<file path="src/rtl/opll_seq_pkg.sv">
// Shared types and default YM2413 timing for the OPLL write sequencer.
package opll_seq_pkg;

  typedef enum logic [2:0] {
    IDLE,
    SETUP,
    STROBE,
    HOLD,
    WAIT
  } seq_state_t;

  typedef struct packed {
    logic       a0;
    logic [7:0] d;
  } opll_entry_t;

  // Counts are in 21.48 MHz CLK_EN ticks (6 ticks per OPLL master cycle).
  localparam int OPLL_STROBE_TICKS = 6;
  localparam int OPLL_ADDR_WAIT    = 72;
  localparam int OPLL_DATA_WAIT    = 504;

  function automatic int max3(input int a, input int b, input int c);
    int m;
    m = (a > b) ? a : b;
    return (m > c) ? m : c;
  endfunction

endpackage

</file>
<file path="src/rtl/opll_seq_fifo.sv">
// Synchronous FIFO shared by the OPLL/PSG/SCC write sequencers.
// A push is accepted at full only when a pop happens in the same cycle.
module opll_seq_fifo #(
  parameter int DEPTH = 16,
  parameter int WIDTH = 9,
  localparam int AW   = $clog2(DEPTH)
) (
  input  logic             CLK,
  input  logic             RESET_n,
  input  logic             CLR,
  input  logic             PUSH,
  input  logic             POP,
  input  logic [WIDTH-1:0] WDATA,
  output logic [WIDTH-1:0] RDATA,
  output logic             FULL,
  output logic             EMPTY,
  output logic [AW:0]      LEVEL
);

  logic [WIDTH-1:0] mem [DEPTH];
  logic [AW:0]      wr_ptr;
  logic [AW:0]      rd_ptr;
  logic             do_push;
  logic             do_pop;

  assign do_pop  = POP && !EMPTY && !CLR;
  assign do_push = PUSH && (!FULL || do_pop) && !CLR;
  assign LEVEL   = wr_ptr - rd_ptr;
  assign FULL    = (LEVEL == (AW+1)'(DEPTH));
  assign EMPTY   = (wr_ptr == rd_ptr);
  assign RDATA   = mem[rd_ptr[AW-1:0]];

  // Pointer update; the extra MSB distinguishes full from empty.
  always_ff @(posedge CLK or negedge RESET_n) begin
    if (!RESET_n) begin
      wr_ptr <= '0;
      rd_ptr <= '0;
    end else if (CLR) begin
      wr_ptr <= '0;
      rd_ptr <= '0;
    end else begin
      if (do_push) wr_ptr <= wr_ptr + (AW+1)'(1);
      if (do_pop)  rd_ptr <= rd_ptr + (AW+1)'(1);
    end
  end

  // Storage write; contents need no reset since pointers gate visibility.
  always_ff @(posedge CLK) begin
    if (do_push) mem[wr_ptr[AW-1:0]] <= WDATA;
  end

endmodule

</file>
<file path="src/rtl/opll_write_sequencer.sv">
// Paces buffered CPU writes into the OPLL core at YM2413 timing.
// Optional macro OPLL_SEQ_DROPCNT_EN adds DROP_CNT, a saturating count of
// writes discarded while the FIFO was full.
//
// state  | meaning
// IDLE   | waiting for a FIFO entry; pops and asserts CS_n on any CLK
// SETUP  | address/data presented with CS_n low, one tick before WR_n
// STROBE | WR_n low, counting STROBE_TICKS
// HOLD   | WR_n released, CS_n still low for one tick
// WAIT   | CS_n released, counting the address or data wait time
module opll_write_sequencer
  import opll_seq_pkg::*;
#(
  parameter int DEPTH        = 16,
  parameter int STROBE_TICKS = OPLL_STROBE_TICKS,
  parameter int ADDR_WAIT    = OPLL_ADDR_WAIT,
  parameter int DATA_WAIT    = OPLL_DATA_WAIT
) (
  input  logic                     CLK,
  input  logic                     RESET_n,
  input  logic                     CLK_EN,
  input  logic                     SLOT_RESET_n,
  input  logic                     WR_STB,
  input  logic                     WR_A0,
  input  logic [7:0]               WR_D,
  output logic                     FULL,
  output logic                     EMPTY,
  output logic                     BUSY,
  output logic [$clog2(DEPTH):0]   LEVEL,
  output logic                     OPLL_CS_n,
  output logic                     OPLL_WR_n,
  output logic                     OPLL_A0,
  output logic [7:0]               OPLL_D
`ifdef OPLL_SEQ_DROPCNT_EN
  ,
  output logic [7:0]               DROP_CNT
`endif
);

  localparam int CW = $clog2(max3(STROBE_TICKS, ADDR_WAIT, DATA_WAIT));

  seq_state_t  state_q, state_d;
  logic [CW-1:0] cnt_q, cnt_d;
  logic        cs_n_q, cs_n_d;
  logic        wr_n_q, wr_n_d;
  opll_entry_t ent_q, ent_d;
  opll_entry_t fifo_rdata;
  logic        pop;

  opll_seq_fifo #(
    .DEPTH (DEPTH),
    .WIDTH ($bits(opll_entry_t))
  ) u_fifo (
    .CLK     (CLK),
    .RESET_n (RESET_n),
    .CLR     (!SLOT_RESET_n),
    .PUSH    (WR_STB),
    .POP     (pop),
    .WDATA   ({WR_A0, WR_D}),
    .RDATA   (fifo_rdata),
    .FULL    (FULL),
    .EMPTY   (EMPTY),
    .LEVEL   (LEVEL)
  );

  // Next-state and output decisions; only IDLE ignores CLK_EN.
  always_comb begin
    state_d = state_q;
    cnt_d   = cnt_q;
    cs_n_d  = cs_n_q;
    wr_n_d  = wr_n_q;
    ent_d   = ent_q;
    pop     = 1'b0;
    unique case (state_q)
      IDLE: if (!EMPTY) begin
        pop     = 1'b1;
        ent_d   = fifo_rdata;
        cs_n_d  = 1'b0;
        state_d = SETUP;
      end
      SETUP: if (CLK_EN) begin
        wr_n_d  = 1'b0;
        cnt_d   = CW'(STROBE_TICKS - 1);
        state_d = STROBE;
      end
      STROBE: if (CLK_EN) begin
        if (cnt_q == '0) begin
          wr_n_d  = 1'b1;
          state_d = HOLD;
        end else begin
          cnt_d = cnt_q - CW'(1);
        end
      end
      HOLD: if (CLK_EN) begin
        cs_n_d  = 1'b1;
        cnt_d   = ent_q.a0 ? CW'(DATA_WAIT - 1) : CW'(ADDR_WAIT - 1);
        state_d = WAIT;
      end
      WAIT: if (CLK_EN) begin
        if (cnt_q == '0) state_d = IDLE;
        else             cnt_d   = cnt_q - CW'(1);
      end
      default: state_d = IDLE;
    endcase
  end

  // State and output registers; slot reset abandons any entry in flight.
  always_ff @(posedge CLK or negedge RESET_n) begin
    if (!RESET_n) begin
      state_q <= IDLE;
      cnt_q   <= '0;
      cs_n_q  <= 1'b1;
      wr_n_q  <= 1'b1;
      ent_q   <= '0;
    end else if (!SLOT_RESET_n) begin
      state_q <= IDLE;
      cnt_q   <= '0;
      cs_n_q  <= 1'b1;
      wr_n_q  <= 1'b1;
      ent_q   <= '0;
    end else begin
      state_q <= state_d;
      cnt_q   <= cnt_d;
      cs_n_q  <= cs_n_d;
      wr_n_q  <= wr_n_d;
      ent_q   <= ent_d;
    end
  end

  assign BUSY      = (state_q != IDLE);
  assign OPLL_CS_n = cs_n_q;
  assign OPLL_WR_n = wr_n_q;
  assign OPLL_A0   = ent_q.a0;
  assign OPLL_D    = ent_q.d;

`ifdef OPLL_SEQ_DROPCNT_EN
  logic [7:0] drop_q;

  // Saturating count of strobes refused because the FIFO was full.
  always_ff @(posedge CLK or negedge RESET_n) begin
    if (!RESET_n)                                   drop_q <= '0;
    else if (!SLOT_RESET_n)                         drop_q <= '0;
    else if (WR_STB && FULL && !pop && drop_q != 8'hFF) drop_q <= drop_q + 8'd1;
  end

  assign DROP_CNT = drop_q;
`endif

endmodule
</file>
<file path="config.mk">
export PLATFORM = sky130hd
export DESIGN_NAME = opll_write_sequencer
export DESIGN_NICKNAME = d
export VERILOG_FILES = /design/src/rtl/opll_seq_pkg.sv /design/src/rtl/opll_seq_fifo.sv /design/src/rtl/opll_write_sequencer.sv
export SDC_FILE = /design/constraint.sdc
export NUM_CORES = 1
export LEC_CHECK = 0
export ABC_AREA = 1
export CORE_MARGIN = 1.5
export CORE_UTILIZATION = 60
export CTS_CLUSTER_SIZE = 24
export DETAILED_ROUTE_END_ITERATION = 8
export PLACE_DENSITY = 0.77
export SLEW_MARGIN = 40
export SYNTH_ARGS = -nofsm -noshare
export SYNTH_HDL_FRONTEND = slang
export SYNTH_SLANG_ARGS = --single-unit
</file>
<file path="constraint.sdc">
create_clock -name CLK -period 3.1 [get_ports CLK]
set_input_delay 0.62 -clock CLK [delete_from_list [all_inputs] [get_ports CLK]]
set_output_delay 0.62 -clock CLK [all_outputs]
set_load 0.05 [all_outputs]
</file>
==> impl_metrics.yaml <==
pwr:
  p_sw_w: 0.002652
  intPower_w: 0.004712
  p_sw_share_pct: 36.01
  seq_power_share_pct: 38.5
  ir_drop_mv: 0.6402
  finalPower_w: 0.007365
  power.share.combinational_pct: 33.0
  clockPowerShare_pct: 28.6
  power.density_nw_per_um2: 818.4
  leakage_nw: 3.435
floorplan:
  dieWidth_um: 117.4
  die_y_um: 117.4
  ios: 33
  start_util_pct: 61.76
  row_count: 41
  fp.dieArea_um2: 13790
  coreArea_um2: 12720
worst_setup_path:
  worstPathArrival_ns: 2.41
  reg2reg_from: "u_fifo.wr_ptr[0]"
  ff2ff_path_depth: 9
  crit_path_start: "u_fifo.wr_ptr[0]"
  r2r_slack_ns: 0.24
  crit_type: "reg2out"
  cp-end-kind: "output port"
  r2r-end: "u_fifo.mem[9][5]"
  cp_max_fo: 4
  required_ns: 2.48
  critPathLaunchType: "flop"
sta:
  worst_slack_ns: 0.07191
  finalSetupViolCount: 0
  fin_tns_setup_ns: 0
  rsz0062_at_grt: "false"
  hold_viol_final: 0
  skew_ns: 0.009214
  slew_headroom_pct: 43.33
  max_clock_freq_mhz: 330.2
  period_share_pct: 97.68
  period_needed_ns: 3.028
  worst_slew_pin_slew_ns: 0.8473
  final_max_slew_viol_count: 0
  holdWs_ns: 0.4462
route:
  avgRoutedWirePerCell_um: 19.68
  drc: 0
  drt_iter0_drc: 821
  viasPerCell: 5.941
  wirelength_mm: 18.85
  dr.pass1.iters: 5
  via_count: 5691
  ant_nets: 0
placement:
  dp.cells: 926
  routabilityCongestion: 1.066
  preCtsSetupSlack_ns: 0.06297
  port_buffers: 32
  dp_hpwl_mm: 12.54
flow_run:
  max_cap_viol_count: 0
final_layout:
  antennaDiodeCount: 0
  nNetsFinal: 799
  areaGrowthSynthToFinish_pct: 14.52
  final-instance-count-excl-fill: 958
  drive_above_1_share_pct: 10.81
synth:
  synth_common_cells: "nand2_1, edfxtp_1, nor2_1"
  netlist_area_um2: 7858
  synth.top_cells.by_area: "edfxtp_1, dfrtp_1, nand2_1"
  synth_cell_types: 39
  syn_avg_cell_area_um2: 10.63
  synth_most_common_cell: "nand2_1"
  synth_xor_area_share_pct: 0.6688
  synth-seq-area-share_pct: 65.57
  synth_nets: 764
  synthCells: 739
  synth_top_area_share_pct: 55.03
  synth_compound_area_share_pct: 9.857
  synth_ff_type: "edfxtp_1"
  synth_adder_area_share_pct: 1.847
  synthMuxAreaShare_pct: 0
  yosysTopAreaCell: "edfxtp_1"
  synth-simple-area-share_pct: 17.60
  synth_top_family_by_area: "simple AND/OR/NAND/NOR gates"
  ys_async_sr_fraction_pct: 18.64
  synth-seq-cells: 177
  synth_warnings: 0
  synth-edff-count: 144
clocking:
  cts_buffer_depth: 2
  cts_tree: "built"
  cts_sinks: 177
  worstSkewPairLatency_ns: 0.43
  ctsRootBufferMaster: "clkbuf_16"
  cts_buffers: 17
  h-tree-depth: 4
  clk_pin_slew_ns: 0.07
  holdBufCountCts: 0
grt:
  grt_use_total_pct: 28.47
  grt_pass1_wl_mm: 29.37
  antenna_found_initial: 0
  overflow: 0
  first_global_vias: 5453
  grt_start_max_net_pins: 76
outcome:
  status: "complete, no violations"
hold_path:
  min_path_type: "in2async"
[layout make-up]
cell class / count / area, um2
clock buffer: 18 / 429.2
clock inverter: 13 / 157.7
fill: 966 / 3724
inverter: 48 / 180.2
multi-input combinational: 481 / 2372
sequential: 177 / 5154
tap: 172 / 215.2
timing repair buffer: 49 / 490.5
[logic make-up (layout without fill, tap and decap cells)]
| kind of cell | after synthesis | count (layout) |
|---|---|---|
| compound gates | 139 | 139 |
| xor+xnor | 6 | 6 |
| fa+ha+maj | 11 | 11 |
| buf+inv | 81 | 128 |
| flops | 177 | 177 |
| simple gates | 325 | 325 |
[power by group through the flow]
stage	clock, W	sequential [W]	combinational, W
after floorplan	0	0.00309	0.00139
after global placement	0	0.00288	0.00234
after detailed placement	0	0.00288	0.00238
after CTS	0.00213	0.00283	0.00240
after global routing	0.00223	0.00285	0.00263
final	0.00210	0.00283	0.00243
[sequential cells by signal, summed over array words and instances (netlist names)]
name	flops
OPLL_A0	1
OPLL_CS_n	1
OPLL_D	8
OPLL_WR_n	1
cnt_q	9
state_q	3
u_fifo.mem	144
u_fifo.rd_ptr	5
u_fifo.wr_ptr	5
[placed cells by master (no fill, tap or decap), drive strengths merged, types with 2 or more instances in the layout]
cell and instances:
bufinv 2, dfstp 2, clkinvlp 3, nand3 30, nand4 8, xnor2 3
nor2 128, dfrtp 31, clkbuf 18, nand2 149, xor2 3, nor3 7
ha 10, o21ai 91, clkdlybuf4s50 22, o22ai 19, clkinv 7, buf 27
edfxtp 144, inv 49, o211ai 19, a21oi 8
[through the flow]
stage               utilization (%)  instance area (um2)
floorplan                         -                 7865
global placement              66.10                 8409
detailed placement            66.10                 8409
CTS                           70.79                 9006
global route                  70.73                 8999
finish                        70.73                 8999
[worst max path at each step]
stage	to	slack, ns
finish	FULL	0.07
global route	FULL	0.004
CTS	FULL	0.04
detailed placement	u_fifo.mem[9][8]	0.06
global placement	u_fifo.mem[4][1]	0.23
floorplan	FULL	0.06
[worst max-delay path: stages (launching register included)]
cell and delay (ns):
dfrtp_1 0.35, inv_1 0.09, ha_1 0.23, fa_2 0.43, nand3b_1 0.23, nand2_1 0.11
nand2_1 0.07, nand2_2 0.14, and3_4 0.21, buf_12 0.13
[timing repair]
action                     in CTS  in global routing
setup buffers                   1                  0
setup endpoints to repair       1                  1
gates resized for setup         1                  2
[per-layer routing]
layer / GRT usage [%] / vias up / share of wire [%] / wire, um
li1: - / 2622 / - / -
met2: 43.86 / 339 / 47 / 8878
met3: 8.949 / 36 / 10 / 1959
met5: 0 / - / 0 / 0
met4: 9.722 / 0 / 2.0 / 386
met1: 38.71 / 2694 / 40 / 7627
(Power assumes the default switching activity.)
